==> config.mk <==
export PLATFORM = sky130hd
export DESIGN_NAME = craft_round_ctrl
export DESIGN_NICKNAME = d
export VERILOG_FILES = /design/src/rtl/craft_round_ctrl.sv
export SDC_FILE = /design/constraint.sdc
export NUM_CORES = 1
export LEC_CHECK = 0
export CELL_PAD_IN_SITES_DETAIL_PLACEMENT = 1
export CELL_PAD_IN_SITES_GLOBAL_PLACEMENT = 2
export CORE_MARGIN = 2
export CORE_UTILIZATION = 30
export DETAILED_ROUTE_END_ITERATION = 10
export GPL_TIMING_DRIVEN = 0
export HOLD_SLACK_MARGIN = 0.02
export PLACE_DENSITY = 0.87
export SLEW_MARGIN = 20
export SYNTH_ARGS = -nofsm -noshare
export SYNTH_HDL_FRONTEND = slang
export SYNTH_SLANG_ARGS = --single-unit
==> constraint.sdc <==
create_clock -name clk -period 6.3 [get_ports clk]
set_clock_uncertainty 0.2 [all_clocks]
set_input_delay 0.63 -clock clk [delete_from_list [all_inputs] [get_ports clk]]
set_output_delay 0.63 -clock clk [all_outputs]
set_load 0.05 [all_outputs]
==> src/rtl/craft_round_ctrl.sv <==
// Round sequencer for the nibble-serial CRAFT core: steps round/nibble counters
// through one block operation and drives the key-register strobes.
module craft_round_ctrl #(
  parameter int unsigned ROUNDS  = 32,
  parameter int unsigned ROUND_W = 8
) (
  input  logic               clk,
  input  logic               rst,
  input  logic               start,
  input  logic               stall,
  input  logic               abort,
  output logic               ready,
  output logic               busy,
  output logic               load_pt,
  output logic               kr_en,
  output logic               kr_ck0,
  output logic [ROUND_W-1:0] kr_round,
  output logic [3:0]         nib_idx,
  output logic               last_round,
  output logic               done
);

  typedef enum logic [1:0] {
    ST_IDLE = 2'd0,
    ST_INIT = 2'd1,
    ST_RUN  = 2'd2,
    ST_DONE = 2'd3
  } state_t;

  localparam logic [ROUND_W-1:0] LAST_RND = ROUND_W'(ROUNDS - 1);

  state_t             r_state, w_state_nxt;
  logic [ROUND_W-1:0] r_rnd, w_rnd_nxt;
  logic [3:0]         r_nib, w_nib_nxt;
  logic               w_nib_last;
  logic               w_rnd_last;

  assign w_nib_last = (r_nib == 4'd15);
  assign w_rnd_last = (r_rnd == LAST_RND);

  // State and counter registers
  always_ff @(posedge clk) begin
    if (rst) begin
      r_state <= ST_IDLE;
      r_rnd   <= '0;
      r_nib   <= '0;
    end else begin
      r_state <= w_state_nxt;
      r_rnd   <= w_rnd_nxt;
      r_nib   <= w_nib_nxt;
    end
  end

  // Next-state, counter update and output decode; stall only gates the strobes
  always_comb begin
    w_state_nxt = r_state;
    w_rnd_nxt   = r_rnd;
    w_nib_nxt   = r_nib;
    ready       = 1'b0;
    busy        = 1'b0;
    load_pt     = 1'b0;
    kr_en       = 1'b0;
    kr_ck0      = 1'b0;
    last_round  = 1'b0;
    done        = 1'b0;
    kr_round    = '0;
    nib_idx     = '0;
    case (r_state)
      ST_IDLE: begin
        ready = 1'b1;
        if (start) begin
          w_state_nxt = ST_INIT;
          w_rnd_nxt   = '0;
          w_nib_nxt   = '0;
        end
      end
      ST_INIT: begin
        busy     = 1'b1;
        load_pt  = 1'b1;
        kr_round = r_rnd;
        nib_idx  = r_nib;
        if (abort) begin
          w_state_nxt = ST_IDLE;
          w_rnd_nxt   = '0;
          w_nib_nxt   = '0;
        end else begin
          w_state_nxt = ST_RUN;
        end
      end
      ST_RUN: begin
        busy       = 1'b1;
        kr_en      = ~stall;
        kr_ck0     = ~stall & (r_nib == 4'd0);
        last_round = w_rnd_last;
        kr_round   = r_rnd;
        nib_idx    = r_nib;
        if (abort) begin
          w_state_nxt = ST_IDLE;
          w_rnd_nxt   = '0;
          w_nib_nxt   = '0;
        end else if (!stall) begin
          if (w_nib_last) begin
            // Final nibble of the final round: counters hold for the DONE cycle
            if (w_rnd_last) begin
              w_state_nxt = ST_DONE;
            end else begin
              w_nib_nxt = '0;
              w_rnd_nxt = r_rnd + ROUND_W'(1);
            end
          end else begin
            w_nib_nxt = r_nib + 4'd1;
          end
        end
      end
      ST_DONE: begin
        done        = 1'b1;
        kr_round    = r_rnd;
        nib_idx     = r_nib;
        w_state_nxt = ST_IDLE;
        w_rnd_nxt   = '0;
        w_nib_nxt   = '0;
      end
      default: begin
        w_state_nxt = ST_IDLE;
        w_rnd_nxt   = '0;
        w_nib_nxt   = '0;
      end
    endcase
  end

endmodule

# == Yosys cells after proc, flatten, opt, wreduce, memory -nomap -nowiden ==
# Index checks and enable logic that the tools add are counted.
# word_totals
in_bits,5
ff_bits,14
wordCells,56
# op_classes
n_eq_ne,12
bitwise,2
mux,30
addsub,2
reduce_logical,7
# ops
op,count
8-bit 2-to-1 mux,7
8-bit case mux with 4 select lines,1
4-bit 2-to-1 mux,7
4-bit case mux with 4 select lines,1
2-bit 2-to-1 mux,6
3-bit != test (second input constant),4
8-bit by 1-bit adder with 8-bit output (second input constant),1
8-bit by 5-bit == test with 1-bit output (second input constant),1
2-bit case mux with 4 select lines,1
4-bit AND reduction,2
1-bit 2-to-1 mux,7
5-bit AND reduction,1
4-bit by 1-bit adder with 4-bit output (second input constant),1
2-bit == test (second input constant),2
4-bit == test (second input constant),1
4-bit zero test,1
2-bit != test (second input constant),2
4-bit != test (second input constant),1
3-bit OR reduction,1
2-bit by 1-bit == test with 1-bit output (second input constant),1
2-bit zero test,1
2-bit OR reduction,1
1-bit bitwise AND,1
1-bit inverter,1

# == Longest topological paths before layout ==
# logic_depth
word_depth,6
depth_mapped,8

# == Worst setup path before layout ==
# No wires, ideal clock.
# synth_timing
path_type,flip-flop to output port
startpoint,reg r_rnd[0]
endpoint,out last_round
n_path_buf,1
arrival_ns,2.268
path_stages_with_launch,5
required_time_ns,5.470
slack_ns,3.202
cell_sequence,dfxtp_1 -> ha_1 -> or4b_4 -> buf_6 -> nor3_1
# synth_between
elab_chain_cells,2
# synth_rtl
item,line_no,source
from (decl),33,"logic [ROUND_W-1:0] r_rnd, w_rnd_nxt;"
from (signal assigned),49,r_rnd <= w_rnd_nxt;
8-bit by 5-bit == test with 1-bit output,39,assign w_rnd_last = (r_rnd == LAST_RND);
1-bit 2-to-1 mux,68,case (r_state)
to (decl),19,"output logic last_round,"
# No other way between the ends.

# == Worst setup path after layout ==
# Ends and elaborated chain as after synthesis.

==> summary.md <==
| Metric | Value |
|---|---|
| Worst-case clock buffer depth | `2` |
| Routed Antenna Nets | `0` |
| Crit path DAT | `about 2.7 ns` |
| Slew HR | `0.587` |
| Height of the chip | `62.7 um` |
| VDD IR-drop max | `70.4 uV` |
| Drt pass-1 iters | `4` |
| # clock sinks | `14` |
| Unrepaired setup endpoints after global routing | `false` |
| # resized after CTS | `0` |
| Cts bufs inserted | `3` |
| H-tree levels | `1` |
| IO Port Bufs | `23` |
| Slowest Stage Delay on Critical Path | `approximately 0.84 ns` |
| Synth top area share | `0.272` |
| Number of cell rows | `21` |
| Post-layout util | `0.410` |
| Req. time, crit path | `5.47 ns` |
| Final Setup Violations | `0` |
| Sequential area share after synthesis | `0.272` |
| Area growth from synthesis to layout | `31.4%` |
| Starting density of the core | `0.312` |
| Largest net degree at the start of global routing | `11` |
| WP depth | `5` |
| CTS root buffer | `clkbuf_4` |
| Power Dens Cells | `155 mW/mm2` |
| Total grt overflow | `0` |
| Cells after Synth | `126` |
| YS warnings | `0` |
| Class of the worst hold path | `register to register` |
| Hpwl dp | `between 2000 and 2500 um` |
| FF+latch count, synth | `14` |
| Total nets after synthesis | `139` |
| Antenna violations before repair | `0` |
| Gr usage total | `0.166` |
| Fraction of layout cells with a size suffix above 1 | `0.0784` |
| Worst-path clk slew | `0.10 ns` |
| Critical Path Sink Type | `output pin` |
| FMAX | `285 MHz` |
| WL final | `2990 um` |
| Final min period | `3.51 ns` |
| Setup crit start kind | `register` |
| Routability cong. | `0.809` |
| WP buf/inv | `2` |
| I/O pin count | `24` |
| Status | `finished, final reports clean` |
| Fin nets | `167` |
| First-pass GRT wire length | `5290 um` |
| WHS Path Cells | `2` |
| Worst R2R Path Depth | `6` |
| Synth top area cells | `dfxtp_1, ha_1, a21oi_1` |
| Wire length per cell | `roughly 15 um` |
| Die width | `62.7 um` |
| Final Hold Viols | `0` |
| Residual DRC count | `0` |
| Mapped Area | `0.00103 mm2` |
| Yosys top cell by area | `dfxtp_1` |
| Vias in the first global route | `around 1100` |
| Synth unique cells | `38` |
| Crit path max-delay family | `buffers and inverters` |
| Detailed Route Iter0 Violations | `13` |
| Max-cap violations | `0` |
| Core area | `0.00331 mm2` |
| Avg Inst Size Synth | `8.19 um2` |
| Ant. Diodes | `0` |
| Routed vias/inst | `approximately 5.3` |
| Hold-fix buffers at CTS | `0` |
| Final Max Slew Viols | `0` |
| Fin crit share | `0.557` |
| CP max FO | `7` |
| CTS tree | `built` |
| Crit Path Class | `register to output pin` |
| Slowest cell on crit path | `clkdlybuf4s50_1` |
| Pin slew with the least headroom to its limit | `0.618 ns` |
| Setup TNS | `0 ns` |
| Post-CTS Setup Inserts | `0` |
| Crit-path cells | `ha_1 -> or4b_4 -> buf_6 -> nor3_1 -> clkdlybuf4s50_1` |
| Vias | `1047` |
| Die Area | `between 0.003 and 0.004 mm2` |
| Leak | `between 0.4 and 0.5 nW` |
| Worst skew pair latency | `0.30 ns` |
cell usage in the layout (no fill, tap or decap), drive strengths merged, types with 2 or more instances in the layout:
cell	count
nor4	3
nor2b	8
o21ai	5
a21oi	12
o21a	2
dfxtp	14
nand3	4
inv	9
or4	3
clkbuf	8
nor3	3
nor2	9
clkdlybuf4s50	23
ha	8
nand4b	2
mux2i	2
o31ai	5
a221oi	2
and3	3
nand2	7
o41ai	3
buf	2
nand2b	4
o211ai	3
worst paths after layout:
check | start | endpoint | slack [ns]
worst min-delay path | r_rnd[4]$_SDFFE_PP0P_ | r_rnd[4]$_SDFFE_PP0P_ | 0.31
worst min register to register | r_rnd[4]$_SDFFE_PP0P_ | r_rnd[4]$_SDFFE_PP0P_ | 0.31
worst max-delay path | r_rnd[0]$_SDFFE_PP0P_ | last_round | 2.79
worst max register to register | r_rnd[0]$_SDFFE_PP0P_ | r_rnd[4]$_SDFFE_PP0P_ | 3.89
area by class of cell:
cell class / count / area [um2]
plain buffers: 6 / 31.3
clock buffers: 4 / 36.3
fillers: 419 / 1950
inverters: 9 / 33.8
multi-input cells: 97 / 687
flip-flops and latches: 14 / 280
well taps: 46 / 57.6
repair buffers: 23 / 230
flip-flops by register name (all words and copies together), names as in the netlist:
name     cells
r_rnd        8
r_nib        4
r_state      2
per-layer routing:
layer / global-route usage / share of wire
met5: 0 / 0
met3: 0.0252 / 0.023
met4: 0.0583 / 0.016
met2: 0.281 / 0.50
met1: 0.214 / 0.46
worst min-delay path, stage by stage (launching register included):
cell,delay (ns)
dfxtp_1,0.35
nand2_1,0.07
mux2i_1,0.05
report_power, final:
part	leakage, nW	switching [mW]	internal [mW]
clock	0.0210	0.0352	0.0353
sequential	0.113	0.000933	0.0895
combinational	0.302	0.0340	0.0150
cells in the mapped netlist:
cell	count
a21o_1	1
inv_1	9
a221oi_2	1
clkbuf_1	4
nand3_1	4
nor2b_1	8
nand2_1	6
o41ai_2	1
a21oi_1	12
nand4b_1	2
nor3_1	3
or4b_4	1
mux2i_1	2
ha_1	8
o21ai_0	4
and2_1	1
buf_2	1
a221oi_1	1
o21a_1	2
nand4_1	1
o21bai_1	1
or4_1	3
nand2_2	1
nor2_1	9
and3_1	3
nand2b_1	4
o41ai_4	1
nor4_1	3
a211o_2	1
o21ai_1	1
o31ai_1	5
o2111a_1	1
o2111ai_1	1
o211ai_1	3
o41ai_1	1
dfxtp_1	14
buf_6	1
a311oi_1	1
per-stage QoR:
stage | cell area [um2] | power [mW] | worst slack, ns | hold WS, ns | std cells
6_report | 1360 | 0.210 | 2.79 | 0.313 | 199
5_1_grt | 1360 | 0.220 | 2.69 | 0.358 | 199
4_1_cts | 1360 | 0.213 | 2.77 | 0.324 | 199
3_5_place_dp | 1320 | 0.143 | 3.12 | 0.307 | 195
3_3_place_gp | 1320 | 0.141 | 3.12 | 0.281 | 195
2_1_floorplan | 1030 | 0.126 | 3.20 | 0.260 | 126
logic make-up (layout without fill, tap and decap cells):
| family | after synthesis | in the layout | synth area share |
|---|---|---|---|
| simple gates | 49 | 49 | 0.268 |
| flops | 14 | 14 | 0.272 |
| buf+inv | 15 | 42 | 0.0630 |
| compound gates | 38 | 38 | 0.281 |
| mux | 2 | 2 | 0.0194 |
| fa+ha+maj | 8 | 8 | 0.0970 |
No activity file was read; power rests on OpenSTA's default activity.
